<file path="config.mk">
export PLATFORM = sky130hd
export DESIGN_NAME = header_wr_ctrl
export DESIGN_NICKNAME = d
export VERILOG_FILES = /design/src/rtl/header_wr_ctrl_pkg.sv /design/src/rtl/header_wr_decode.sv /design/src/rtl/header_wr_ctrl.sv
export SDC_FILE = /design/constraint.sdc
export NUM_CORES = 1
export LEC_CHECK = 0
export BUFFER_PORTS_ARGS = -buffer_cell sky130_fd_sc_hd__buf_2
export CAP_MARGIN = 20
export CORE_MARGIN = 4
export CORE_UTILIZATION = 43
export DETAILED_ROUTE_END_ITERATION = 8
export PLACE_DENSITY = 0.67
export SLEW_MARGIN = 20
export SYNTH_ARGS = -nofsm -noshare
export SYNTH_HDL_FRONTEND = slang
export SYNTH_SLANG_ARGS = --single-unit
export TNS_END_PERCENT = 50
</file>
<file path="constraint.sdc">
create_clock -name SYSCLK -period 3.2 [get_ports SYSCLK]
set_input_delay 0.32 -clock SYSCLK [delete_from_list [all_inputs] [get_ports SYSCLK]]
set_output_delay 0.32 -clock SYSCLK [all_outputs]
set_load 0.01 [all_outputs]
</file>
<file path="src/rtl/header_wr_ctrl_pkg.sv">
// Shared constants for the status CPLD header write side: offset indices,
// command bits and the memory-port FSM encoding.
package header_wr_ctrl_pkg;

  localparam int OFS_INTERCONN = 5;
  localparam int OFS_KEYDIS    = 6;
  localparam int OFS_CMD       = 7;
  localparam int OFS_MADDR     = 8;
  localparam int OFS_MWDATA    = 9;

  localparam int CMD_RD  = 0;
  localparam int CMD_WR  = 1;
  localparam int CMD_CLR = 7;

  typedef enum logic {
    ST_IDLE = 1'b0,
    ST_REQ  = 1'b1
  } state_e;

  function automatic logic is_onehot16(input logic [15:0] v);
    return (v != 16'h0000) && ((v & (v - 16'h0001)) == 16'h0000);
  endfunction

endpackage

</file>
<file path="src/rtl/header_wr_decode.sv">
// Host write decode: one commit per write qualifier rise, gated by a
// one-hot offset select, fanned out as per-register write strobes.
module header_wr_decode
  import header_wr_ctrl_pkg::*;
(
  input  logic        clk_i,
  input  logic        rst_i,
  input  logic        port_cs_i,
  input  logic        rd_wr_i,
  input  logic [15:0] offset_sel_i,
  output logic        wr_interconn_o,
  output logic        wr_keydis_o,
  output logic        wr_cmd_o,
  output logic        wr_maddr_o,
  output logic        wr_mwdata_o
);

  logic wq;
  logic wq_q;
  logic commit;

  assign wq = port_cs_i & ~rd_wr_i;

  always_ff @(posedge clk_i) begin
    if (rst_i) wq_q <= 1'b0;
    else       wq_q <= wq;
  end

  // A long PORT_CS hold yields a single commit on the rising edge only.
  assign commit = wq & ~wq_q & is_onehot16(offset_sel_i);

  assign wr_interconn_o = commit & offset_sel_i[OFS_INTERCONN];
  assign wr_keydis_o    = commit & offset_sel_i[OFS_KEYDIS];
  assign wr_cmd_o       = commit & offset_sel_i[OFS_CMD];
  assign wr_maddr_o     = commit & offset_sel_i[OFS_MADDR];
  assign wr_mwdata_o    = commit & offset_sel_i[OFS_MWDATA];

endmodule

</file>
<file path="src/rtl/header_wr_ctrl.sv">
// Header write-side registers plus the request/acknowledge FSM that drives
// the external memory port.
module header_wr_ctrl
  import header_wr_ctrl_pkg::*;
#(
  parameter logic [7:0] INTERCONN_RST = 8'h00,
  parameter logic [7:0] KEYDIS_RST    = 8'h00,
  parameter int         TIMEOUT_CYC   = 255
) (
  input  logic        SYSCLK,
  input  logic        RESET,
  input  logic        PORT_CS,
  input  logic [15:0] OFFSET_SEL,
  input  logic        RD_WR,
  input  logic [7:0]  DIN,
  input  logic        MEM_ACK,
  input  logic [7:0]  MEM_RD_DATA,
  output logic [7:0]  URT_INTERCONN_OUT,
  output logic [7:0]  URT_KEY_DISABLE_OUT,
  output logic        MEM_REQ,
  output logic        MEM_WE,
  output logic [7:0]  MEM_ADDR,
  output logic [7:0]  MEM_WR_DATA,
  output logic [7:0]  RD_DATA,
  output logic        BUSY,
  output logic        ERR
);

  localparam int            CW       = $clog2(TIMEOUT_CYC + 1);
  localparam logic [CW-1:0] CNT_LAST = CW'(TIMEOUT_CYC - 1);
  localparam logic [CW-1:0] CNT_MAX  = '1;

  logic wr_interconn, wr_keydis, wr_cmd, wr_maddr, wr_mwdata;

  header_wr_decode u_decode (
    .clk_i          (SYSCLK),
    .rst_i          (RESET),
    .port_cs_i      (PORT_CS),
    .rd_wr_i        (RD_WR),
    .offset_sel_i   (OFFSET_SEL),
    .wr_interconn_o (wr_interconn),
    .wr_keydis_o    (wr_keydis),
    .wr_cmd_o       (wr_cmd),
    .wr_maddr_o     (wr_maddr),
    .wr_mwdata_o    (wr_mwdata)
  );

  state_e        state_q, state_d;
  logic [CW-1:0] cnt_q, cnt_d;
  logic [7:0]    interconn_q, interconn_d;
  logic [7:0]    keydis_q, keydis_d;
  logic [7:0]    maddr_sh_q, maddr_sh_d;
  logic [7:0]    mwdata_sh_q, mwdata_sh_d;
  logic [7:0]    maddr_l_q, maddr_l_d;
  logic [7:0]    mwdata_l_q, mwdata_l_d;
  logic [7:0]    rd_data_q, rd_data_d;
  logic          mem_we_q, mem_we_d;
  logic          err_q, err_d;
  logic          start_rd, start_wr, busy;

  assign start_rd = wr_cmd & DIN[CMD_RD];
  assign start_wr = wr_cmd & DIN[CMD_WR];
  assign busy     = (state_q == ST_REQ);

  always_comb begin
    state_d     = state_q;
    cnt_d       = cnt_q;
    interconn_d = interconn_q;
    keydis_d    = keydis_q;
    maddr_sh_d  = maddr_sh_q;
    mwdata_sh_d = mwdata_sh_q;
    maddr_l_d   = maddr_l_q;
    mwdata_l_d  = mwdata_l_q;
    rd_data_d   = rd_data_q;
    mem_we_d    = mem_we_q;
    err_d       = err_q;

    if (wr_interconn) interconn_d = DIN;
    if (wr_keydis)    keydis_d    = DIN;
    if (wr_maddr)     maddr_sh_d  = DIN;
    if (wr_mwdata)    mwdata_sh_d = DIN;
    // Clear first so a start or fault in the same cycle can re-set ERR.
    if (wr_cmd && DIN[CMD_CLR]) err_d = 1'b0;

    case (state_q)
      ST_IDLE: begin
        if (start_rd && start_wr) begin
          err_d = 1'b1;
        end else if (start_rd || start_wr) begin
          state_d    = ST_REQ;
          mem_we_d   = start_wr;
          maddr_l_d  = maddr_sh_q;
          mwdata_l_d = mwdata_sh_q;
          cnt_d      = '0;
        end
      end
      ST_REQ: begin
        if (start_rd || start_wr) err_d = 1'b1;
        if (MEM_ACK) begin
          state_d = ST_IDLE;
          if (!mem_we_q) rd_data_d = MEM_RD_DATA;
        end else if (cnt_q == CNT_LAST) begin
          state_d = ST_IDLE;
          err_d   = 1'b1;
        end else if (cnt_q != CNT_MAX) begin
          cnt_d = cnt_q + CW'(1);
        end
      end
      default: state_d = ST_IDLE;
    endcase
  end

  always_ff @(posedge SYSCLK) begin
    if (RESET) begin
      state_q     <= ST_IDLE;
      cnt_q       <= '0;
      interconn_q <= INTERCONN_RST;
      keydis_q    <= KEYDIS_RST;
      maddr_sh_q  <= 8'h00;
      mwdata_sh_q <= 8'h00;
      maddr_l_q   <= 8'h00;
      mwdata_l_q  <= 8'h00;
      rd_data_q   <= 8'h00;
      mem_we_q    <= 1'b0;
      err_q       <= 1'b0;
    end else begin
      state_q     <= state_d;
      cnt_q       <= cnt_d;
      interconn_q <= interconn_d;
      keydis_q    <= keydis_d;
      maddr_sh_q  <= maddr_sh_d;
      mwdata_sh_q <= mwdata_sh_d;
      maddr_l_q   <= maddr_l_d;
      mwdata_l_q  <= mwdata_l_d;
      rd_data_q   <= rd_data_d;
      mem_we_q    <= mem_we_d;
      err_q       <= err_d;
    end
  end

  assign URT_INTERCONN_OUT   = interconn_q;
  assign URT_KEY_DISABLE_OUT = keydis_q;
  assign MEM_REQ             = busy;
  assign BUSY                = busy;
  assign MEM_WE              = mem_we_q;
  // In-flight operations present the launch copy, not the live shadow.
  assign MEM_ADDR            = busy ? maddr_l_q  : maddr_sh_q;
  assign MEM_WR_DATA         = busy ? mwdata_l_q : mwdata_sh_q;
  assign RD_DATA             = rd_data_q;
  assign ERR                 = err_q;

endmodule

</file>
**Yosys cells after proc, flatten, opt, wreduce, memory -nomap -nowiden**

Index checks and enable logic that the tools add are counted.

- Mux-type cells: 19
- Add/subtract/negate cells: 2
- Equality and inequality tests: 7
- Reduce and logical (&&, ||, !) cells: 9
- Bitwise logic cells: 16

Operator list:

| operator | number |
|---|---|
| $mux W8 | 7 |
| $and A16 B16 Y16 | 1 |
| $logic_not A16 Y1 | 1 |
| $pmux W8 S2 | 1 |
| $reduce_bool A16 Y1 | 1 |
| $sub A16 B1 Y16 const B | 1 |
| $and A1 B1 Y1 | 10 |
| $mux W1 | 9 |
| $add A8 B1 Y8 const B | 1 |
| $eq A8 B8 Y1 const B | 1 |
| $ne A2 B2 Y1 const B | 4 |
| $ne A8 B8 Y1 const B | 1 |
| $reduce_and A3 Y1 | 2 |
| $not A1 Y1 | 5 |
| $reduce_and A5 Y1 | 1 |
| $pmux W1 S2 | 2 |
| $logic_and A1 B1 Y1 | 3 |
| $ne A2 B1 Y1 const B | 1 |
| $logic_or A1 B1 Y1 | 1 |

- Logic and storage cells: 65
- Flip-flop bits (word level): 68
- Output and inout bits: 44
- Input port bits: 37

**Depth between registers and ports, before layout**

Gate-level depths: netlist (run 1).

- Depth in word-level cells: 12
- Mapped depth: 13
- Gate-level depth less buffers: 10

**By module**

A second synthesis (run 1) with hierarchy kept.

- Cell total of the unflattened synthesis: 347
- Area, all modules: 3,120.5 um2

Modules (own cells, without submodules):

| module | area an instance (um2) | times used | sequential area each (um2) | cells an instance |
|---|---|---|---|---|
| header_wr_ctrl | 2,820.2 | 1 | 1,341.3 | 301 |
| header_wr_decode | 300.3 | 1 | 20.0 | 46 |

**Worst setup path after synthesis (run 1)**

Ideal clock, no wire load.

- Path type: in2reg
- Start point: input port OFFSET_SEL[11]
- End point: register cnt_q[3]
- Setup time: 0.120 ns
- Required time: 3.080 ns
- Stages on the path: 12
- Path slack: 0.080 ns
- Buffers on the path: 2
- Arrival: 3.001 ns
- Cell sequence: or4_4 -> o211a_2 -> a2111oi_0 -> and3_1 -> nand3_1 -> ha_1 -> or3_1 -> clkbuf_1 -> clkbuf_1 -> a21oi_1 -> xnor2_1 -> nor2_1

- Longest elaborated chain between the ends: 10
- Elaborated cells on any way between the ends: 14
- Those cells by class: add/sub: 1; eq/ne: 2; bitwise: 5; reduce/logical: 6

Ends and longest elaborated chain:

| item | RTL line | text |
|---|---|---|
| start: declaration | header_wr_ctrl.sv:13 | `input logic [15:0] OFFSET_SEL,` |
| $sub A16 B1 Y16 | header_wr_ctrl_pkg.sv:21 | `return (v != 16'h0000) && ((v & (v - 16'h0001)) == 16'h0000);` |
| $and A16 B16 Y16 | header_wr_ctrl_pkg.sv:21 |  |
| $logic_not A16 Y1 | header_wr_ctrl_pkg.sv:21 |  |
| $logic_and A1 B1 Y1 (*) | header_wr_ctrl_pkg.sv:21 |  |
| $and A1 B1 Y1 (*) | header_wr_decode.sv:30 | `assign commit = wq & ~wq_q & is_onehot16(offset_sel_i);` |
| $and A1 B1 Y1 (*) | header_wr_decode.sv:34 | `assign wr_cmd_o = commit & offset_sel_i[OFS_CMD];` |
| $and A1 B1 Y1 (on tied branches) | header_wr_ctrl.sv:61, header_wr_ctrl.sv:62 |  |
| $logic_or A1 B1 Y1 / $logic_and A1 B1 Y1 (equally long branches) | header_wr_ctrl.sv:89, header_wr_ctrl.sv:87 |  |
| $ne A2 B2 Y1 (no line) | n/a |  |
| $reduce_and A5 Y1 (no line) (*) | n/a |  |
| end signal: assignment | header_wr_ctrl.sv:128 | `cnt_q <= cnt_d;` |
| end: declaration | header_wr_ctrl.sv:49 | `logic [CW-1:0] cnt_q, cnt_d;` |

Mark *: on every way between the ends. The rest lies on a longest branch, timed or not.
A chain may end at the register's enable or synchronous reset.

**Worst setup path after layout (run 1)**

- Start point: input port OFFSET_SEL[11]
- End point: register cnt_q[1]

The elaborated chain is that of the path after synthesis.

==> impl_metrics.csv, run 1 <==
group,metric,value,unit
pwr,leakage,1.85,nW
routing,wl_met1,3.32,mm
clocking,cts.sinks,68,
routing,dr.pass1.iters,4,
yosys,yosysSeqAreaShare,0.414,
setup_path,rr_worst_depth,10,
placement,gp_congestion,0.770,
clocking,cts_buffers,9,
sta,skew,0.0170,ns
finish,utilization,0.562,
setup_path,critPathRequiredTime,3.49,ns
placement,placed_area,3890,µm²
pwr,power_frac_seq,0.481,
routing,num_vias,2789,
finish,drive_above_1_share,0.324,
finish,design_area,4120,µm²
yosys,synth_top_area_frac,0.414,
pwr,p_total,1.76,mW
setup_path,crit_top_cell,"or3_1",
setup_path,reg2reg_slack,0.43,ns
yosys,synthArstFlopShare,0,
grt,grt_pass1_vias,2735,
grt,grt-ovfl-total,0,
setup_path,crit_fanout,8,
pwr,sw_frac_of_total,0.229,
yosys,synth_top_area_cell,"dfxtp_1",
die,die_h,95.4,µm
die,core,7330,µm²
sta,finalSetupViolCount,0,
pwr,clockPowerShare,0.466,
sta,setup_slack,0.216,ns
pwr,combPwrFrac,0.054,
die,rows,31,
setup_path,crit_chain,"buf_2 -> or4_4 -> o211a_2 -> a2111oi_1 -> buf_4 -> and3_1 -> nand3_1 -> ha_1 -> or3_1 -> and2_1 -> or3_1 -> a21oi_1",
sta,maxSlewHeadroom,0.508,
routing,routed.top_layer,"met4",
placement,dp_hpwl,5.47,mm
pwr,power.switching,0.404,mW
grt,grt_usage,0.176,
yosys,synth_cell_type_count,46,
yosys,yosys_warnings,0,
routing,drtIter0Drc,154,
sta,finalMaxSlewViolations,0,
hold_path,hold_path_class,"input pin to flip-flop",
setup_path,startpoint_type,"input pin",
finish,final_cell_mix,"buf_2 (80), dfxtp_1 (68), nand2_1 (53)",
die,fp.dieW,95.4,µm
status,run_status,"finished, final reports clean",
clocking,clk_latency,0.36,ns
hold_path,hold_depth,3,
yosys,netlist_instances,355,
die,boundaryPins,81,
setup_path,worst_path_max_delay_cell,"or4_4",
placement,post-place-ws,-0.163,ns
sta,rsz0062_at_grt,"false",
finish,synthToLayoutAreaGrowth,25.5,%
finish,n_antenna_cell,0,
routing,met2WireLength,3.47,mm
yosys,synth_edf_count,0,
grt,antenna_found_initial,0,
sta,fin_crit,2.98,ns
finish,finalNonFillerCells,553,
clocking,cts_tree,"yes",
yosys,syn-num-nets,396,
yosys,netlist_area,3280,µm²
die,die-area,9100,µm²
clocking,clk_pin_slew,0.08,ns
flow_run,maxCapViolCount,0,
routing,wire_per_inst,13.5,µm
placement,place_inst,537,
routing,wl_met3,587,µm
yosys,synth-seq-cells,68,
sta,hold_viol_final,0,
sta,hold_ws,0.195,ns
routing,drtAntennaViolNets,0,
routing,drcViolationCount,0,
routing,drt-total-wl,7.45,mm
die,start_util,0.448,
yosys,synth_area_leaders,"dfxtp_1 (41%), mux2i_1 (9.8%), nand2b_1 (8.2%)",
pwr,ir_worst_vdd,0.222,mV
placement,portBuffers,80,
clocking,clockBufferDepth,2,
finish,final_common_cell,"buf_2",
setup_path,max_stage_delay,0.53,ns
pwr,power_density,427,nW/µm²
pwr,p_int,1.36,mW
setup_path,arrival,3.27,ns
sta,tightest_slew,0.737,ns
clocking,cts.htree.levels,3,
sta,setup-tns-final,0,ns
finish,nets,490,
yosys,synth_area_per_cell,9.25,µm²
clocking,root_buffer,"clkbuf_8",
grt,grt_pass1_wl,12.5,mm
setup_path,worst_setup_path_end_kind,"flip-flop",
sta,fmax,0.335,GHz
yosys,synth-main-ff-cell,"dfxtp_1",
clocking,cts_setup_buffers,0,
setup_path,worst-setup-path-type,"input pin to flip-flop",
grt,grt_max_degree,33,
routing,via_per_inst,5.04,
sta,period_share,0.933,
final cells by class:
class	instances	area (µm²)
Clock buffer	10	138
Inverter	6	22.5
Tap cell	99	124
Sequential cell	68	1360
Multi-Input combinational cell	263	1810
Clock inverter	6	93.8
Fill cell	659	3210
Timing Repair Buffer	101	571
layer usage:
| layer | vias up | GRT usage |
|---|---|---|
| met5 | - | 0 |
| met3 | 6 | 0.0600 |
| met2 | 68 | 0.292 |
| li1 | 1430 | - |
| met4 | 0 | 0.0640 |
| met1 | 1285 | 0.213 |
worst max-delay path: cells and delay by family:
| family | cells | cell delay [ns] |
|---|---|---|
| fa+ha+maj | 1 | 0.21 |
| buf+inv | 2 | 0.29 |
| compound gates | 3 | 0.63 |
| simple gates | 6 | 1.82 |
synth_stat cells (5+ instances only):
master    instances
dfxtp_1          68
nand2_1          53
nand2b_1         43
a21oi_1          33
mux2i_1          32
mux2_2           16
clkbuf_1         15
nor2_1           13
nor3_1            7
inv_1             6
xnor2_1           5
cells by family (layout without fill, tap and decap cells):
kind of cell	after synthesis	after routing	synth area share
adders and majority gates	4	4	0.0152
DFF	68	68	0.414
xor gates and xnor gates	5	5	0.0133
AOI/OAI and AO/OA	55	55	0.110
muxes	49	49	0.159
and+or+nand+nor	150	150	0.252
buffers and inverters	24	123	0.0358
sequential cells by signal, summed over array words and instances (netlist names):
register and flops:
URT_INTERCONN_OUT 8, cnt_q 8, mwdata_sh_q 8, ERR 1, mwdata_l_q 8, MEM_WE 1
u_decode.wq_q 1, URT_KEY_DISABLE_OUT 8, BUSY 1, maddr_sh_q 8, RD_DATA 8, maddr_l_q 8
what timing repair did:
item | 4_1_cts | 5_1_grt
hold endpoints to repair | 0 | 0
setup endpoints to repair | 0 | 1
hold buffers | 0 | 0
gates resized for setup | 0 | 1
final timing paths:
| kind | from | endpoint |
|---|---|---|
| max | OFFSET_SEL[11] | cnt_q[1]$_SDFFE_PP0P_ |
| min | MEM_RD_DATA[0] | RD_DATA[0]$_SDFFE_PP0P_ |
| max reg2reg | u_decode.wq_q$_SDFF_PP0_ | cnt_q[1]$_SDFFE_PP0P_ |
| min reg2reg | RD_DATA[3]$_SDFFE_PP0P_ | RD_DATA[3]$_SDFFE_PP0P_ |
power groups by stage:
| stage | Sequential (mW) | Combinational, mW | Clock [mW] |
|---|---|---|---|
| after global routing | 0.846 | 0.105 | 0.869 |
| after detailed placement | 0.866 | 0.0951 | 0 |
| final | 0.846 | 0.0944 | 0.820 |
| after global placement | 0.866 | 0.0934 | 0 |
| after CTS | 0.846 | 0.0954 | 0.835 |
| after floorplan | 0.866 | 0.0441 | 0 |
Note: power is estimated with default switching activity, not from simulation.
==> run 2, diff against run 1 <==
- CORE_UTILIZATION: 43 -> 48
- PLACE_DENSITY: 0.67 -> 0.74
==> impl_metrics.csv, run 2 (same netlist as run 1, synthesis figures left out) <==
group,metric,value,unit
sta,fmax,0.343,GHz
die,boundaryPins,81,
die,core,6490,µm²
sta,skew,0.0126,ns
grt,grt_pass1_vias,2866,
setup_path,timing.rr.start,"u_decode.wq_q$_SDFF_PP0_",
routing,drtIter0Drc,100,
pwr,leakage,1.84,nW
die,start_util,0.506,
placement,portBuffers,80,
die,die_h,90.7,µm
sta,tightest_slew,0.838,ns
grt,grt_max_degree,61,
clocking,cts.sinks,68,
routing,dr.pass1.iters,4,
sta,period_share,0.912,
setup_path,critical_path.endpoint,"cnt_q[1]$_SDFFE_PP0P_",
placement,place_inst,513,
routing,drt-total-wl,7.73,mm
finish,final_cell_mix,"buf_2 (80), dfxtp_1 (68), nand2_1 (53)",
hold_path,hold_path_class,"input pin to flip-flop",
status,run_status,"finished, final reports clean",
routing,num_vias,2827,
clocking,cts_setup_buffers,0,
clocking,cts_hold_buf,0,
finish,finalNonFillerCells,529,
pwr,power_density,426,nW/µm²
sta,setup-tns-final,0,ns
die,rows,29,
sta,finalMaxSlewViolations,0,
finish,drive_above_1_share,0.321,
grt,antenna_found_initial,0,
sta,hold_viol_final,0,
setup_path,reg2reg_slack,0.48,ns
die,die-area,8230,µm²
routing,via_per_inst,5.34,
clocking,cts_tree,"yes",
sta,finalSetupViolCount,0,
sta,fin_crit,2.92,ns
finish,final_common_cell,"buf_2",
pwr,p_total,1.73,mW
clocking,cts.htree.levels,3,
finish,n_antenna_cell,0,
placement,dp_hpwl,5.55,mm
clocking,clk_latency,0.36,ns
setup_path,rr_worst_depth,9,
grt,grt-ovfl-total,0,
finish,utilization,0.627,
clocking,clockBufferDepth,2,
routing,wire_per_inst,14.6,µm
setup_path,worst_setup_path_end_kind,"flip-flop",
sta,maxSlewHeadroom,0.441,
flow_run,maxCapViolCount,0,
routing,drcViolationCount,0,
routing,drtAntennaViolNets,0,
sta,rsz0062_at_grt,"false",
clocking,cts_buffers,9,
setup_path,worst-setup-path-type,"input pin to flip-flop",
grt,grt_pass1_wl,13.0,mm
setup_path,startpoint,"OFFSET_SEL[11]",
finish,nets,488,
setup_path,startpoint_type,"input pin",
clocking,root_buffer,"clkbuf_8",
finish,synthToLayoutAreaGrowth,24.0,%
placement,gp_congestion,0.794,
clocking,clk_pin_slew,0.08,ns
grt,grt_usage,0.191,
setup_path,crit_fanout,7,
pwr,ir_worst_vdd,0.323,mV
setup_path,arrival,3.21,ns
die,fp.dieW,90.7,µm
setup_path,timing.rr.end,"cnt_q[1]$_SDFFE_PP0P_",
setup_path,critPathRequiredTime,3.49,ns
[run 2: cell count changes in the layout (fill, tap and decap cells not counted), sizes merged]
cell and change:
buf -2, clkinv +3, clkinvlp -1, inv -2
[run 2: worst max-delay path, stage by stage]
cell	delay [ns]
buf_2	0.11
or4_4	0.53
o211a_2	0.14
a2111oi_1	0.46
and3_1	0.27
nand3_1	0.10
ha_1	0.21
or3_1	0.45
and2_1	0.20
or3_1	0.30
a21oi_1	0.12
[run 2: cell type report]
type,count,area [µm²]
Sequential cell,68,1360
Multi-Input combinational cell,263,1810
Tap cell,77,96.3
Clock inverter,6,87.6
Timing Repair Buffer,99,556
Clock buffer,10,138
Fill cell,558,2420
Inverter,6,22.5
[run 2: power by group]
group / switching, mW / leakage (nW) / internal [mW] / total (mW)
Sequential: 0.000149 / 0.548 / 0.846 / 0.846
Clock: 0.336 / 0.116 / 0.460 / 0.795
Combinational: 0.0508 / 1.18 / 0.0422 / 0.0930
Total: 0.387 / 1.84 / 1.35 / 1.73
[run 2: worst min-delay path by stage]
stage	startpoint	endpoint	slack, ns	depth (start not counted)
finish	MEM_RD_DATA[6]	RD_DATA[6]$_SDFFE_PP0P_	0.20	3
global route	MEM_RD_DATA[0]	RD_DATA[0]$_SDFFE_PP0P_	0.19	3
CTS	MEM_RD_DATA[2]	RD_DATA[2]$_SDFFE_PP0P_	0.19	3
detailed placement	mwdata_l_q[5]$_SDFFE_PP0P_	mwdata_l_q[5]$_SDFFE_PP0P_	0.45	2
global placement	mwdata_l_q[0]$_SDFFE_PP0P_	mwdata_l_q[0]$_SDFFE_PP0P_	0.44	2
floorplan	maddr_l_q[0]$_SDFFE_PP0P_	maddr_l_q[0]$_SDFFE_PP0P_	0.43	2
[run 2: timing repair]
item,4_1_cts,5_1_grt
hold endpoints to repair,0,0
gates resized for setup,0,1
endpoints found under the setup margin,0,1
[run 2: routing by layer]
| layer | wire, µm | track usage |
|---|---|---|
| met5 | 0 | 0 |
| met2 | 3800 | 0.329 |
| met3 | 421 | 0.0658 |
| met1 | 3400 | 0.228 |
| met4 | 109 | 0.0459 |
[run 2: metrics by stage]
step,setup slack (ns),instance area (µm²),hold WS [ns]
after floorplan,0.0798,3280,0.433
after global placement,-0.0861,3850,0.438
after detailed placement,-0.159,3850,0.447
after CTS,0.204,4070,0.193
after global routing,0.0597,4070,0.193
final,0.281,4070,0.199
